`src/rtl/pipeline_stage_regs.sv`:
```
// Pipeline register bank for the IF/ID, ID/EX and EX/MEM boundaries of the core.
// Every output is a flop. Reset takes priority over hold, hold over flush, and flush
// over normal capture.
module pipeline_stage_regs #(
  parameter int unsigned         XLEN      = 32,
  parameter logic [XLEN-1:0]     NOP_INSTR = 32'h00000013
) (
  input  logic            CLK,
  input  logic            RESET,
  input  logic            HOLD,
  input  logic            FLUSH,
  // IF -> ID
  input  logic [XLEN-1:0] IF_PC,
  input  logic [XLEN-1:0] IF_INSTRUCTION,
  output logic [XLEN-1:0] ID_PC,
  output logic [XLEN-1:0] ID_INSTRUCTION,
  // ID -> EX
  input  logic [XLEN-1:0] ID_PC_IN,
  input  logic [XLEN-1:0] ID_REG_DATA1,
  input  logic [XLEN-1:0] ID_REG_DATA2,
  input  logic [XLEN-1:0] ID_IMMEDIATE,
  input  logic [4:0]      ID_REG_WRITE_ADDR,
  input  logic [4:0]      ID_ALU_SELECT,
  input  logic            ID_OPERAND1_SELECT,
  input  logic            ID_OPERAND2_SELECT,
  input  logic            ID_REG_WRITE_EN,
  input  logic [2:0]      ID_DATA_MEM_WRITE,
  input  logic [3:0]      ID_DATA_MEM_READ,
  input  logic [3:0]      ID_BRANCH_CTRL,
  input  logic [1:0]      ID_WB_VALUE_SELECT,
  output logic [XLEN-1:0] EX_PC,
  output logic [XLEN-1:0] EX_REG_DATA1,
  output logic [XLEN-1:0] EX_REG_DATA2,
  output logic [XLEN-1:0] EX_IMMEDIATE,
  output logic [4:0]      EX_REG_WRITE_ADDR,
  output logic [4:0]      EX_ALU_SELECT,
  output logic            EX_OPERAND1_SELECT,
  output logic            EX_OPERAND2_SELECT,
  output logic            EX_REG_WRITE_EN,
  output logic [2:0]      EX_DATA_MEM_WRITE,
  output logic [3:0]      EX_DATA_MEM_READ,
  output logic [3:0]      EX_BRANCH_CTRL,
  output logic [1:0]      EX_WB_VALUE_SELECT,
  // EX -> MEM
  input  logic [XLEN-1:0] EX_PC_IN,
  input  logic [XLEN-1:0] EX_ALU_OUT,
  input  logic [XLEN-1:0] EX_REG_DATA2_IN,
  input  logic [4:0]      EX_REG_WRITE_ADDR_IN,
  input  logic            EX_REG_WRITE_EN_IN,
  input  logic [2:0]      EX_DATA_MEM_WRITE_IN,
  input  logic [3:0]      EX_DATA_MEM_READ_IN,
  input  logic [1:0]      EX_WB_VALUE_SELECT_IN,
  output logic [XLEN-1:0] MEM_PC,
  output logic [XLEN-1:0] MEM_ALU_OUT,
  output logic [XLEN-1:0] MEM_REG_DATA2,
  output logic [4:0]      MEM_REG_WRITE_ADDR,
  output logic            MEM_REG_WRITE_EN,
  output logic [2:0]      MEM_DATA_MEM_WRITE,
  output logic [3:0]      MEM_DATA_MEM_READ,
  output logic [1:0]      MEM_WB_VALUE_SELECT
);

  // IF/ID state
  logic [XLEN-1:0] id_pc_d, id_pc_q;
  logic [XLEN-1:0] id_instr_d, id_instr_q;

  // ID/EX state
  logic [XLEN-1:0] ex_pc_d, ex_pc_q;
  logic [XLEN-1:0] ex_rd1_d, ex_rd1_q;
  logic [XLEN-1:0] ex_rd2_d, ex_rd2_q;
  logic [XLEN-1:0] ex_imm_d, ex_imm_q;
  logic [4:0]      ex_wr_addr_d, ex_wr_addr_q;
  logic [4:0]      ex_alu_sel_d, ex_alu_sel_q;
  logic            ex_op1_sel_d, ex_op1_sel_q;
  logic            ex_op2_sel_d, ex_op2_sel_q;
  logic            ex_wr_en_d, ex_wr_en_q;
  logic [2:0]      ex_mem_wr_d, ex_mem_wr_q;
  logic [3:0]      ex_mem_rd_d, ex_mem_rd_q;
  logic [3:0]      ex_br_ctrl_d, ex_br_ctrl_q;
  logic [1:0]      ex_wb_sel_d, ex_wb_sel_q;

  // EX/MEM state
  logic [XLEN-1:0] mem_pc_d, mem_pc_q;
  logic [XLEN-1:0] mem_alu_d, mem_alu_q;
  logic [XLEN-1:0] mem_rd2_d, mem_rd2_q;
  logic [4:0]      mem_wr_addr_d, mem_wr_addr_q;
  logic            mem_wr_en_d, mem_wr_en_q;
  logic [2:0]      mem_mem_wr_d, mem_mem_wr_q;
  logic [3:0]      mem_mem_rd_d, mem_mem_rd_q;
  logic [1:0]      mem_wb_sel_d, mem_wb_sel_q;

  // IF/ID next state: a flush keeps the fetch PC but replaces the instruction with a NOP.
  always_comb begin
    id_pc_d    = id_pc_q;
    id_instr_d = id_instr_q;
    if (RESET) begin
      id_pc_d    = '0;
      id_instr_d = '0;
    end else if (!HOLD) begin
      id_pc_d    = IF_PC;
      id_instr_d = FLUSH ? NOP_INSTR : IF_INSTRUCTION;
    end
  end

  // ID/EX next state: a flush turns the slot into an all-zero bubble.
  always_comb begin
    ex_pc_d      = ex_pc_q;
    ex_rd1_d     = ex_rd1_q;
    ex_rd2_d     = ex_rd2_q;
    ex_imm_d     = ex_imm_q;
    ex_wr_addr_d = ex_wr_addr_q;
    ex_alu_sel_d = ex_alu_sel_q;
    ex_op1_sel_d = ex_op1_sel_q;
    ex_op2_sel_d = ex_op2_sel_q;
    ex_wr_en_d   = ex_wr_en_q;
    ex_mem_wr_d  = ex_mem_wr_q;
    ex_mem_rd_d  = ex_mem_rd_q;
    ex_br_ctrl_d = ex_br_ctrl_q;
    ex_wb_sel_d  = ex_wb_sel_q;
    if (RESET || (!HOLD && FLUSH)) begin
      ex_pc_d      = '0;
      ex_rd1_d     = '0;
      ex_rd2_d     = '0;
      ex_imm_d     = '0;
      ex_wr_addr_d = '0;
      ex_alu_sel_d = '0;
      ex_op1_sel_d = 1'b0;
      ex_op2_sel_d = 1'b0;
      ex_wr_en_d   = 1'b0;
      ex_mem_wr_d  = '0;
      ex_mem_rd_d  = '0;
      ex_br_ctrl_d = '0;
      ex_wb_sel_d  = '0;
    end else if (!HOLD) begin
      ex_pc_d      = ID_PC_IN;
      ex_rd1_d     = ID_REG_DATA1;
      ex_rd2_d     = ID_REG_DATA2;
      ex_imm_d     = ID_IMMEDIATE;
      ex_wr_addr_d = ID_REG_WRITE_ADDR;
      ex_alu_sel_d = ID_ALU_SELECT;
      ex_op1_sel_d = ID_OPERAND1_SELECT;
      ex_op2_sel_d = ID_OPERAND2_SELECT;
      ex_wr_en_d   = ID_REG_WRITE_EN;
      ex_mem_wr_d  = ID_DATA_MEM_WRITE;
      ex_mem_rd_d  = ID_DATA_MEM_READ;
      ex_br_ctrl_d = ID_BRANCH_CTRL;
      ex_wb_sel_d  = ID_WB_VALUE_SELECT;
    end
  end

  // EX/MEM next state: unaffected by flush so the redirecting branch/jump still retires.
  always_comb begin
    mem_pc_d      = mem_pc_q;
    mem_alu_d     = mem_alu_q;
    mem_rd2_d     = mem_rd2_q;
    mem_wr_addr_d = mem_wr_addr_q;
    mem_wr_en_d   = mem_wr_en_q;
    mem_mem_wr_d  = mem_mem_wr_q;
    mem_mem_rd_d  = mem_mem_rd_q;
    mem_wb_sel_d  = mem_wb_sel_q;
    if (RESET) begin
      mem_pc_d      = '0;
      mem_alu_d     = '0;
      mem_rd2_d     = '0;
      mem_wr_addr_d = '0;
      mem_wr_en_d   = 1'b0;
      mem_mem_wr_d  = '0;
      mem_mem_rd_d  = '0;
      mem_wb_sel_d  = '0;
    end else if (!HOLD) begin
      mem_pc_d      = EX_PC_IN;
      mem_alu_d     = EX_ALU_OUT;
      mem_rd2_d     = EX_REG_DATA2_IN;
      mem_wr_addr_d = EX_REG_WRITE_ADDR_IN;
      mem_wr_en_d   = EX_REG_WRITE_EN_IN;
      mem_mem_wr_d  = EX_DATA_MEM_WRITE_IN;
      mem_mem_rd_d  = EX_DATA_MEM_READ_IN;
      mem_wb_sel_d  = EX_WB_VALUE_SELECT_IN;
    end
  end

  // State update; reset is folded into the next-state logic, so it is synchronous.
  always_ff @(posedge CLK) begin
    id_pc_q       <= id_pc_d;
    id_instr_q    <= id_instr_d;
    ex_pc_q       <= ex_pc_d;
    ex_rd1_q      <= ex_rd1_d;
    ex_rd2_q      <= ex_rd2_d;
    ex_imm_q      <= ex_imm_d;
    ex_wr_addr_q  <= ex_wr_addr_d;
    ex_alu_sel_q  <= ex_alu_sel_d;
    ex_op1_sel_q  <= ex_op1_sel_d;
    ex_op2_sel_q  <= ex_op2_sel_d;
    ex_wr_en_q    <= ex_wr_en_d;
    ex_mem_wr_q   <= ex_mem_wr_d;
    ex_mem_rd_q   <= ex_mem_rd_d;
    ex_br_ctrl_q  <= ex_br_ctrl_d;
    ex_wb_sel_q   <= ex_wb_sel_d;
    mem_pc_q      <= mem_pc_d;
    mem_alu_q     <= mem_alu_d;
    mem_rd2_q     <= mem_rd2_d;
    mem_wr_addr_q <= mem_wr_addr_d;
    mem_wr_en_q   <= mem_wr_en_d;
    mem_mem_wr_q  <= mem_mem_wr_d;
    mem_mem_rd_q  <= mem_mem_rd_d;
    mem_wb_sel_q  <= mem_wb_sel_d;
  end

  assign ID_PC               = id_pc_q;
  assign ID_INSTRUCTION      = id_instr_q;
  assign EX_PC               = ex_pc_q;
  assign EX_REG_DATA1        = ex_rd1_q;
  assign EX_REG_DATA2        = ex_rd2_q;
  assign EX_IMMEDIATE        = ex_imm_q;
  assign EX_REG_WRITE_ADDR   = ex_wr_addr_q;
  assign EX_ALU_SELECT       = ex_alu_sel_q;
  assign EX_OPERAND1_SELECT  = ex_op1_sel_q;
  assign EX_OPERAND2_SELECT  = ex_op2_sel_q;
  assign EX_REG_WRITE_EN     = ex_wr_en_q;
  assign EX_DATA_MEM_WRITE   = ex_mem_wr_q;
  assign EX_DATA_MEM_READ    = ex_mem_rd_q;
  assign EX_BRANCH_CTRL      = ex_br_ctrl_q;
  assign EX_WB_VALUE_SELECT  = ex_wb_sel_q;
  assign MEM_PC              = mem_pc_q;
  assign MEM_ALU_OUT         = mem_alu_q;
  assign MEM_REG_DATA2       = mem_rd2_q;
  assign MEM_REG_WRITE_ADDR  = mem_wr_addr_q;
  assign MEM_REG_WRITE_EN    = mem_wr_en_q;
  assign MEM_DATA_MEM_WRITE  = mem_mem_wr_q;
  assign MEM_DATA_MEM_READ   = mem_mem_rd_q;
  assign MEM_WB_VALUE_SELECT = mem_wb_sel_q;

endmodule

```
`config.mk`:
```
export PLATFORM = sky130hd
export DESIGN_NAME = pipeline_stage_regs
export DESIGN_NICKNAME = d
export VERILOG_FILES = /design/src/rtl/pipeline_stage_regs.sv
export SDC_FILE = /design/constraint.sdc
export NUM_CORES = 1
export LEC_CHECK = 0
export ABC_AREA = 1
export BUFFER_PORTS_ARGS = -buffer_cell sky130_fd_sc_hd__buf_4
export CAP_MARGIN = 40
export CORE_AREA = 2 2 257 259
export DETAILED_ROUTE_END_ITERATION = 10
export DIE_AREA = 0 0 259 261
export GPL_TIMING_DRIVEN = 0
export PLACE_DENSITY = 0.5
export SYNTH_ARGS = -nofsm -noshare
export SYNTH_HDL_FRONTEND = slang
export SYNTH_SLANG_ARGS = --single-unit
export TNS_END_PERCENT = 10
```
`constraint.sdc`:
```
create_clock -name CLK -period 2.77 [get_ports CLK]
set_input_delay 0.6925 -clock CLK [delete_from_list [all_inputs] [get_ports CLK]]
set_output_delay 0.6925 -clock CLK [all_outputs]
set_load 0.05 [all_outputs]
```
==> flow_metrics.tcl, run 1 <==
set metrics [dict create \
    run_status "finished, final reports clean" \
    route.detailed.wl_per_inst_um 16.7 \
    synth-seq-area-share_pct 58.5 \
    crit_arrival_ps 1210 \
    clk_latency_ps 530 \
    cts_tree "yes" \
    critical_path.top_delay_family "flip-flops" \
    timing.setup.critical_path_class "reg2out" \
    core_um2 65000 \
    fin_worst_skew_ps 0 \
    path_buf_inv 1 \
    setup.worst_path.start_class "flop" \
    drive_above_1_share_pct 36.7 \
    antennaDiodeCount 0 \
    global_route_wire_length_before_repair_um 72900 \
    grt_start_max_net_pins 13 \
    instance_area_after_placement_um2 17300 \
    synth.net_count 1762 \
    synthesis.yosys.warnings 0 \
    fmax_mhz 526 \
    synth_most_common_cell "sky130_fd_sc_hd__nand2_1" \
    synth_common_cells "sky130_fd_sc_hd__nand2_1 (366), sky130_fd_sc_hd__dfxtp_1 (329), sky130_fd_sc_hd__nor2_1 (293), sky130_fd_sc_hd__a21oi_1 (183), sky130_fd_sc_hd__o21ai_0 (139)" \
    number_of_primary_i_o_pins 662 \
    regToRegSetupSlack_ps 2060 \
    die_h_um 261 \
    vias_per_cell 3.97 \
    synthesis.instances 1429 \
    place.gp.congestion 0.911 \
    ys_seq_elements 329 \
    critical-path-slowest-cell "sky130_fd_sc_hd__dfxtp_1" \
    vias 12000 \
    final_hold_viol_count 0 \
    worst_path_cell_trace "buf_4" \
    fin_tns_setup_ps 0 \
    vdd_drop_max_mv 0.438 \
    setup_viol 0 \
    first_global_vias 12000 \
    num_rows 94 \
    port_buffers 660 \
    cts_setup_buffers 0 \
    grt_setup_unrepaired "false" \
    cts-htree-levels 2 \
    drt_drc 0 \
    tightest_pin_transition_ps 646 \
    relSlewSlack_pct 57.0 \
    worstReg2RegStart "EX_DATA_MEM_READ[0]" \
    ctsHoldBuffers 0 \
    cts_made_buffers 40 \
    cts.path.max_buffers 3 \
    syn_to_final_growth_pct 65.6 \
    tritoncts_num_sinks 329 \
    die_w_um 259 \
    totalWireLength_um 50400 \
    hold-worst-slack_ps 364 \
    synth_area_leaders "sky130_fd_sc_hd__dfxtp_1 (58%), sky130_fd_sc_hd__nand2_1 (12%), sky130_fd_sc_hd__nor2_1 (9.8%)" \
    post_layout_net_count 2464 \
    average_cell_area_after_synthesis_um2 7.88 \
    synth-main-ff-cell "sky130_fd_sc_hd__dfxtp_1" \
    final_period_minus_worst_setup_slack_ps 1900 \
    worst_hold_start "IF_INSTRUCTION[1]" \
    post_synth_instance_area_um2 11300 \
    setup.worst_path.start "EX_DATA_MEM_READ[0]" \
    netlist-cell-type-count 14 \
    postCtsResizedCells 0 \
    dp_hpwl_um 40200 \
    min-delay-path-class "in2reg" \
    post_synth_edffs 0 \
    clock_transition_at_path_regs_ps 60 \
    yosysTopAreaCellShare_pct 58.5 \
    start_util_pct 17.3 \
    grt_antenna_before_repair 3 \
    leakagePower_nw 8.56 \
    detailedRoute.firstPassIterationCount 5 \
    cp.required_ps 2080 \
    detail_route.iter0.violations 536 \
    cts.root.buffer_cell "sky130_fd_sc_hd__clkbuf_16" \
    ratio_of_final_minimum_period_to_clock_period_pct 68.6 \
    report.final.slew_viol_count 0 \
    cellPowerDensity_nw_per_um2 694 \
    overflow 0 \
    drt.antenna.violating_nets 0 \
    worstSetupEndpointType "primary output" \
    dieArea_um2 67600 \
    ys_async_sr_fraction_pct 0 \
    global_route_usage_over_all_layers_pct 14.0 \
    drv.max_cap_violation_count 0 \
    final_design_area_no_fill_um2 18600 \
    critPathMaxFanout 2 \
    synthDominantAreaCellType "sky130_fd_sc_hd__dfxtp_1" \
    max_stage_delay_ps 410 \
]
-- stage by stage --
step	instances	utilization [%]	setup WS [ps]	power, mW
4_1_cts	3024	28.7	814	13.2
3_5_place_dp	2953	26.6	349	7.74
2_1_floorplan	1429	-	1270	6.66
3_3_place_gp	2953	26.6	365	7.71
5_1_grt	3024	28.7	813	13.5
6_report	3024	28.7	869	12.9
-- cell families after synthesis --
| family | after synthesis | synth area share (%) |
|---|---|---|
| flip-flops | 329 | 58.5 |
| AND/OR/NAND/NOR | 661 | 22.1 |
| AO/OA/AOI/OAI | 329 | 14.6 |
| buffers and inverters | 110 | 4.78 |
-- final cells by class --
class                      instances  area (µm²)
tap                              864        1080
buffer                           107         527
fill                            7042       46400
multi-input combinational        990        4140
clock inverter                    10         120
sequential                       329        6590
timing repair buffer             660        4950
inverter                           3        11.3
clock buffer                      61        1230
-- report_power, final --
| part | internal, mW | switching (mW) | leakage (nW) |
|---|---|---|---|
| Clock | 3.24 | 2.09 | 0.663 |
| Sequential | 5.00 | 0.152 | 2.71 |
| Combinational | 0.835 | 1.62 | 5.18 |
-- registers in the layout (all words and copies together) (netlist names), 2 cells and up --
signal / cells
ID_PC: 32
MEM_REG_DATA2: 32
MEM_DATA_MEM_READ: 4
EX_DATA_MEM_READ: 4
ID_INSTRUCTION: 32
EX_IMMEDIATE: 32
MEM_ALU_OUT: 32
MEM_WB_VALUE_SELECT: 2
MEM_DATA_MEM_WRITE: 3
EX_REG_DATA1: 32
EX_BRANCH_CTRL: 4
EX_REG_DATA2: 32
EX_WB_VALUE_SELECT: 2
EX_ALU_SELECT: 5
EX_DATA_MEM_WRITE: 3
EX_PC: 32
EX_REG_WRITE_ADDR: 5
MEM_PC: 32
MEM_REG_WRITE_ADDR: 5
-- path summary, 6_finish.rpt --
check | end | cells past startpoint
worst max-delay path | EX_DATA_MEM_READ[0] | 1
worst min-delay path | ID_INSTRUCTION[1] | 3
worst max register to register | EX_DATA_MEM_READ[0] | 2
worst min register to register | EX_REG_DATA1[4] | 2
-- routing by layer --
metal | track usage (%) | up-vias | wire length [µm]
li1 | - | 5980 | -
met1 | 15.8 | 5525 | 19700
met2 | 25.4 | 429 | 25600
met3 | 4.15 | 78 | 3810
met4 | 4.27 | 4 | 1230
met5 | 0 | - | 23
-- cells in the final DEF (no fill, tap or decap), types with 15 or more instances in the layout --
cell,netlist,routed
sky130_fd_sc_hd__clkbuf_8,0,15
sky130_fd_sc_hd__buf_2,55,55
sky130_fd_sc_hd__buf_4,1,661
sky130_fd_sc_hd__clkbuf_16,0,40
sky130_fd_sc_hd__nand2_1,366,366
sky130_fd_sc_hd__o21ai_0,139,139
sky130_fd_sc_hd__a21oi_1,183,183
sky130_fd_sc_hd__dfxtp_1,329,329
sky130_fd_sc_hd__nor2_1,293,293
sky130_fd_sc_hd__clkbuf_1,44,50
No activity file was read; power rests on OpenSTA's default activity.
==> run 2: changes to the inputs <==
Settings changed: CORE_AREA 2 2 257 259 to 2 2 261 263, DIE_AREA 0 0 259 261 to 0 0 263 265.
Clock period 2.77 ns to 1.6 ns, I/O delays scaled along.
==> run 2 against run 1 <==
Effect of this change: global-route usage decreased by 0.48 points; register-to-register slack got worse by 1100 ps; non-clock buffer count increased by 1; wire length decreased by 1.4%; sequential cell count unchanged.
==> flow_metrics.tcl, run 2 (synthesis results as in run 1) <==
set metrics [dict create \
    run_status "finished, final reports clean" \
    path_buf_inv 1 \
    syn_to_final_growth_pct 66.3 \
    met1_usage_pct 14.9 \
    vdd_drop_max_mv 0.730 \
    drt.antenna.violating_nets 0 \
    report.final.slew_viol_count 0 \
    totalWireLength_um 49700 \
    nFillCells 7276 \
    post_layout_net_count 2466 \
    port_buffers 660 \
    critical_path.top_delay_family "flip-flops" \
    fin_tns_setup_ps 0 \
    cts-htree-levels 2 \
    cts_setup_buffers 0 \
    setup_viol 0 \
    regToRegSetupSlack_ps 930 \
    relSlewSlack_pct 58.7 \
    tritoncts_num_sinks 329 \
    cp.required_ps 1200 \
    final_common_cell "sky130_fd_sc_hd__buf_4" \
    critPathMaxFanout 2 \
    cellPowerDensity_nw_per_um2 1210 \
    cts.root.buffer_cell "sky130_fd_sc_hd__clkbuf_16" \
    drive_above_1_share_pct 36.6 \
    global_route_wire_length_before_repair_um 73300 \
    drt_drc 0 \
    clock_transition_at_path_regs_ps 60 \
    ratio_of_final_minimum_period_to_clock_period_pct 97.6 \
    cts.path.max_buffers 3 \
    cts_made_buffers 41 \
    number_of_primary_i_o_pins 662 \
    min-delay-path-class "in2reg" \
    vias 12100 \
    pre_cts_ws_ps -270 \
    overflow 0 \
    clk_latency_ps 540 \
    global_route_usage_over_all_layers_pct 13.6 \
    grt_setup_unrepaired "false" \
    worst_path_cell_trace "buf_4" \
    fmax_mhz 641 \
    critical-path-slowest-cell "sky130_fd_sc_hd__dfxtp_1" \
    detailedRoute.firstPassIterationCount 7 \
    core_um2 66800 \
    met3_usage_pct 4.29 \
    peak_usage_layer_in_the_global_routing_report "met2" \
    fin_worst_skew_ps 0 \
    num_rows 95 \
    vias_per_cell 3.99 \
    die_h_um 265 \
    detail_route.iter0.violations 517 \
    final_cell_mix "sky130_fd_sc_hd__buf_4 (652), sky130_fd_sc_hd__nand2_1 (366), sky130_fd_sc_hd__dfxtp_1 (327), sky130_fd_sc_hd__nor2_1 (293), sky130_fd_sc_hd__a21oi_1 (183)" \
    dp_hpwl_um 40000 \
    hold-worst-slack_ps 52.3 \
    timing.setup.critical_path_class "reg2out" \
    final_hold_viol_count 0 \
    final_period_minus_worst_setup_slack_ps 1560 \
    max_stage_delay_ps 380 \
    die_w_um 263 \
    start_util_pct 16.9 \
    place.gp.congestion 0.863 \
    worstSetupEndpointType "primary output" \
    dieArea_um2 69700 \
    grt_antenna_before_repair 2 \
    leakagePower_nw 8.58 \
    route.detailed.wl_per_inst_um 16.3 \
    grtUsageMet2_pct 24.1 \
    drv.max_cap_violation_count 0 \
    grt_start_max_net_pins 13 \
    setup.worst_path.start_class "flop" \
    tightest_pin_transition_ps 620 \
    crit_arrival_ps 1160 \
    layout_setup_ws_ps 39.2 \
    first_global_vias 12200 \
    cts_tree "yes" \
]
## run 2: final timing paths
| path | startpoint | to | cells past startpoint |
|---|---|---|---|
| hold / removal | IF_INSTRUCTION[4] | ID_INSTRUCTION[4] | 3 |
| setup reg to reg | EX_REG_DATA2[24] | EX_REG_DATA2[24] | 2 |
| hold reg to reg | EX_PC[15] | EX_PC[15] | 2 |
| setup / recovery | EX_REG_DATA1[14] | EX_REG_DATA1[14] | 1 |
## run 2: through the flow
stage	utilization (%)	area, µm²	power (mW)	instances
2_1_floorplan	-	11300	11.5	1429
3_3_place_gp	25.9	17300	13.3	2962
4_1_cts	28.0	18700	23.0	3037
5_1_grt	28.0	18700	23.6	3037
6_report	28.0	18700	22.6	3038
3_5_place_dp	25.9	17300	13.4	2962
## run 2: per-layer routing
layer | part of all wire [%] | wire [µm]
met5 | 0.054 | 27
met2 | 50 | 24600
met1 | 39 | 19200
met3 | 8.0 | 3990
met4 | 3.6 | 1780
## run 2: layout make-up
class                   instances  area [µm²]  share of cell area, %
diodes                          1        2.50                 0.0134
plain buffers                 107         527                   2.81
clock buffers                  60        1190                   6.35
clock inverters                14         185                  0.989
inverters                       3        11.3                 0.0601
multi-input cells             990        4140                   22.1
flip-flops and latches        329        6590                   35.2
well taps                     873        1090                   5.83
repair buffers                661        5000                   26.7
## run 2: what timing repair did
item                                    in CTS  in global routing
endpoints found under the hold margin        1                  0
hold buffers                                 1                  0
gates resized for setup                      6                  5
pin swaps                                    0                  0
endpoints found under the setup margin       5                  5
cloned                                       0                  0
## run 2: where the power goes
group / internal (mW) / leakage (nW) / switching [mW]
clock: 5.68 / 0.673 / 3.77
sequential: 8.66 / 2.71 / 0.255
combinational: 1.46 / 5.19 / 2.80
total: 15.8 / 8.58 / 6.83
==> run 3: changes to the inputs <==
Settings changed: GPL_ROUTABILITY_DRIVEN set to 0, HOLD_SLACK_MARGIN set to 0.08.
==> run 3 against run 2 <==
Effect of this change: power increased by 2.7%; clock skew stayed put; combinational power is 14% higher; design area up 14%; critical path type unchanged; largest cell class is now buffers; highest routed layer unchanged.
==> flow_metrics.tcl, run 3 (synthesis results as in run 1) <==
set metrics [dict create \
    timing.reg2reg.worst_path_depth 2 \
    dp_hpwl_um 40000 \
    fin_worst_skew_ps 0 \
    cts_made_buffers 41 \
    final_cell_mix "sky130_fd_sc_hd__buf_4 (652), sky130_fd_sc_hd__nand2_1 (366), sky130_fd_sc_hd__dfxtp_1 (327), sky130_fd_sc_hd__nor2_1 (293), sky130_fd_sc_hd__dlygate4sd3_1 (272)" \
    clk_latency_ps 540 \
    route.detailed.wl_per_inst_um 15.7 \
    global_route_usage_over_all_layers_pct 14.2 \
    cp.required_ps 1200 \
    worst_hold_start "IF_INSTRUCTION[6]" \
    clock_transition_at_path_regs_ps 60 \
    critPathMaxFanout 2 \
    cts_setup_buffers 0 \
    antennaDiodeCount 0 \
    timing.hold.worst_path_depth 3 \
    die_w_um 263 \
    dieArea_um2 69700 \
    final_period_minus_worst_setup_slack_ps 1570 \
    setup.worst_path.start_class "flop" \
    report.power.total_mw 23.3 \
    relSlewSlack_pct 57.0 \
    core_um2 66800 \
    layout_setup_ws_ps 30.2 \
    leakagePower_nw 9.71 \
    vias_per_cell 3.99 \
    cts.path.max_buffers 3 \
    min-delay-path-class "in2reg" \
    cts-htree-levels 2 \
    fin_tns_setup_ps 0 \
    drt.antenna.violating_nets 0 \
    report.final.slew_viol_count 0 \
    ratio_of_final_minimum_period_to_clock_period_pct 98.1 \
    post_layout_net_count 2737 \
    path_buf_inv 1 \
    grt_antenna_before_repair 2 \
    global_route_wire_length_before_repair_um 77800 \
    drv.max_cap_violation_count 0 \
    reg2reg_to "EX_REG_DATA1[14]" \
    drive_above_1_share_pct 32.5 \
    vias 13200 \
    detail_route.iter0.violations 608 \
    final_common_cell "sky130_fd_sc_hd__buf_4" \
    vdd_drop_max_mv 0.762 \
    cts_tree "yes" \
    cts.root.buffer_cell "sky130_fd_sc_hd__clkbuf_16" \
    tightest_pin_transition_ps 645 \
    first_global_vias 13700 \
    detailedRoute.firstPassIterationCount 5 \
    die_h_um 265 \
    tritoncts_num_sinks 329 \
    syn_to_final_growth_pct 90.4 \
    grt_setup_unrepaired "false" \
    hold-path-endpoint "ID_INSTRUCTION[6]" \
    port_buffers 660 \
    regToRegSetupSlack_ps 930 \
    overflow 0 \
    max_stage_delay_ps 390 \
    fmax_mhz 637 \
    num_rows 95 \
    crit_arrival_ps 1170 \
    setup_viol 0 \
    start_util_pct 16.9 \
    number_of_primary_i_o_pins 662 \
    critical-path-slowest-cell "sky130_fd_sc_hd__dfxtp_1" \
    critical_path.top_delay_family "flip-flops" \
    pre_cts_ws_ps -270 \
    grt_start_max_net_pins 13 \
    timing.setup.critical_path_class "reg2out" \
    drt_drc 0 \
    worstReg2RegStart "EX_REG_DATA1[14]" \
    worst_path_cell_trace "buf_4" \
    worstSetupEndpointType "primary output" \
    totalWireLength_um 51900 \
    cellPowerDensity_nw_per_um2 1080 \
    final_hold_viol_count 0 \
    run_status "finished, final reports clean" \
    post-route-util_pct 32.1 \
]
==> run 3: changes by cell type in the layout (fill, tap and decap cells not counted), sizes merged <==
cell and change:
dlygate4sd3 +271, diode -1
==> run 3: worst max path at each step <==
stage          slack (ps)          startpoint                  to  cells after the start
3_5_place_dp         -270                HOLD           EX_PC[24]                      6
5_1_grt                 1            ID_PC[9]            ID_PC[9]                      1
3_3_place_gp         -240                HOLD           EX_PC[24]                      6
2_1_floorplan         400                HOLD    EX_ALU_SELECT[0]                      6
6_report               30    EX_REG_DATA1[14]    EX_REG_DATA1[14]                      1
4_1_cts               -10  EX_OPERAND1_SELECT  EX_OPERAND1_SELECT                      1
==> run 3: timing repair <==
action,in CTS,in global routing
pin swaps,0,0
resized for setup,6,5
hold buffers,272,0
endpoints found under the hold margin,272,0
setup endpoints to repair,5,5
==> run 3: through the flow <==
stage	hold slack [ps]	instances	area (µm²)
global route	97.4	3308	21400
global placement	453	2962	17300
floorplan	521	1429	11300
detailed placement	458	2962	17300
CTS	80.3	3308	21400
finish	117	3308	21400
==> run 3: power by group <==
| group | internal [mW] | total, mW | switching [mW] |
|---|---|---|---|
| Clock | 5.68 | 9.49 | 3.81 |
| Combinational | 1.89 | 4.84 | 2.96 |
| Sequential | 8.66 | 8.92 | 0.258 |
==> run 3: final cells by class <==
class,instances,area [µm²]
Buffer,107,527
Clock buffer,60,1190
Clock inverter,14,185
Fill cell,7045,45400
Inverter,3,11.3
Multi-Input combinational cell,990,4140
Sequential cell,329,6590
Tap cell,873,1090
Timing Repair Buffer,932,7710
==> run 3: layer usage <==
| metal | vias up | part of all wire (%) | GRT usage (%) |
|---|---|---|---|
| li1 | 6528 | - | - |
| met1 | 6030 | 39 | 15.5 |
| met2 | 494 | 49 | 25.4 |
| met3 | 137 | 7.0 | 3.91 |
| met4 | 4 | 4.4 | 6.58 |
| met5 | - | 0.046 | 0 |
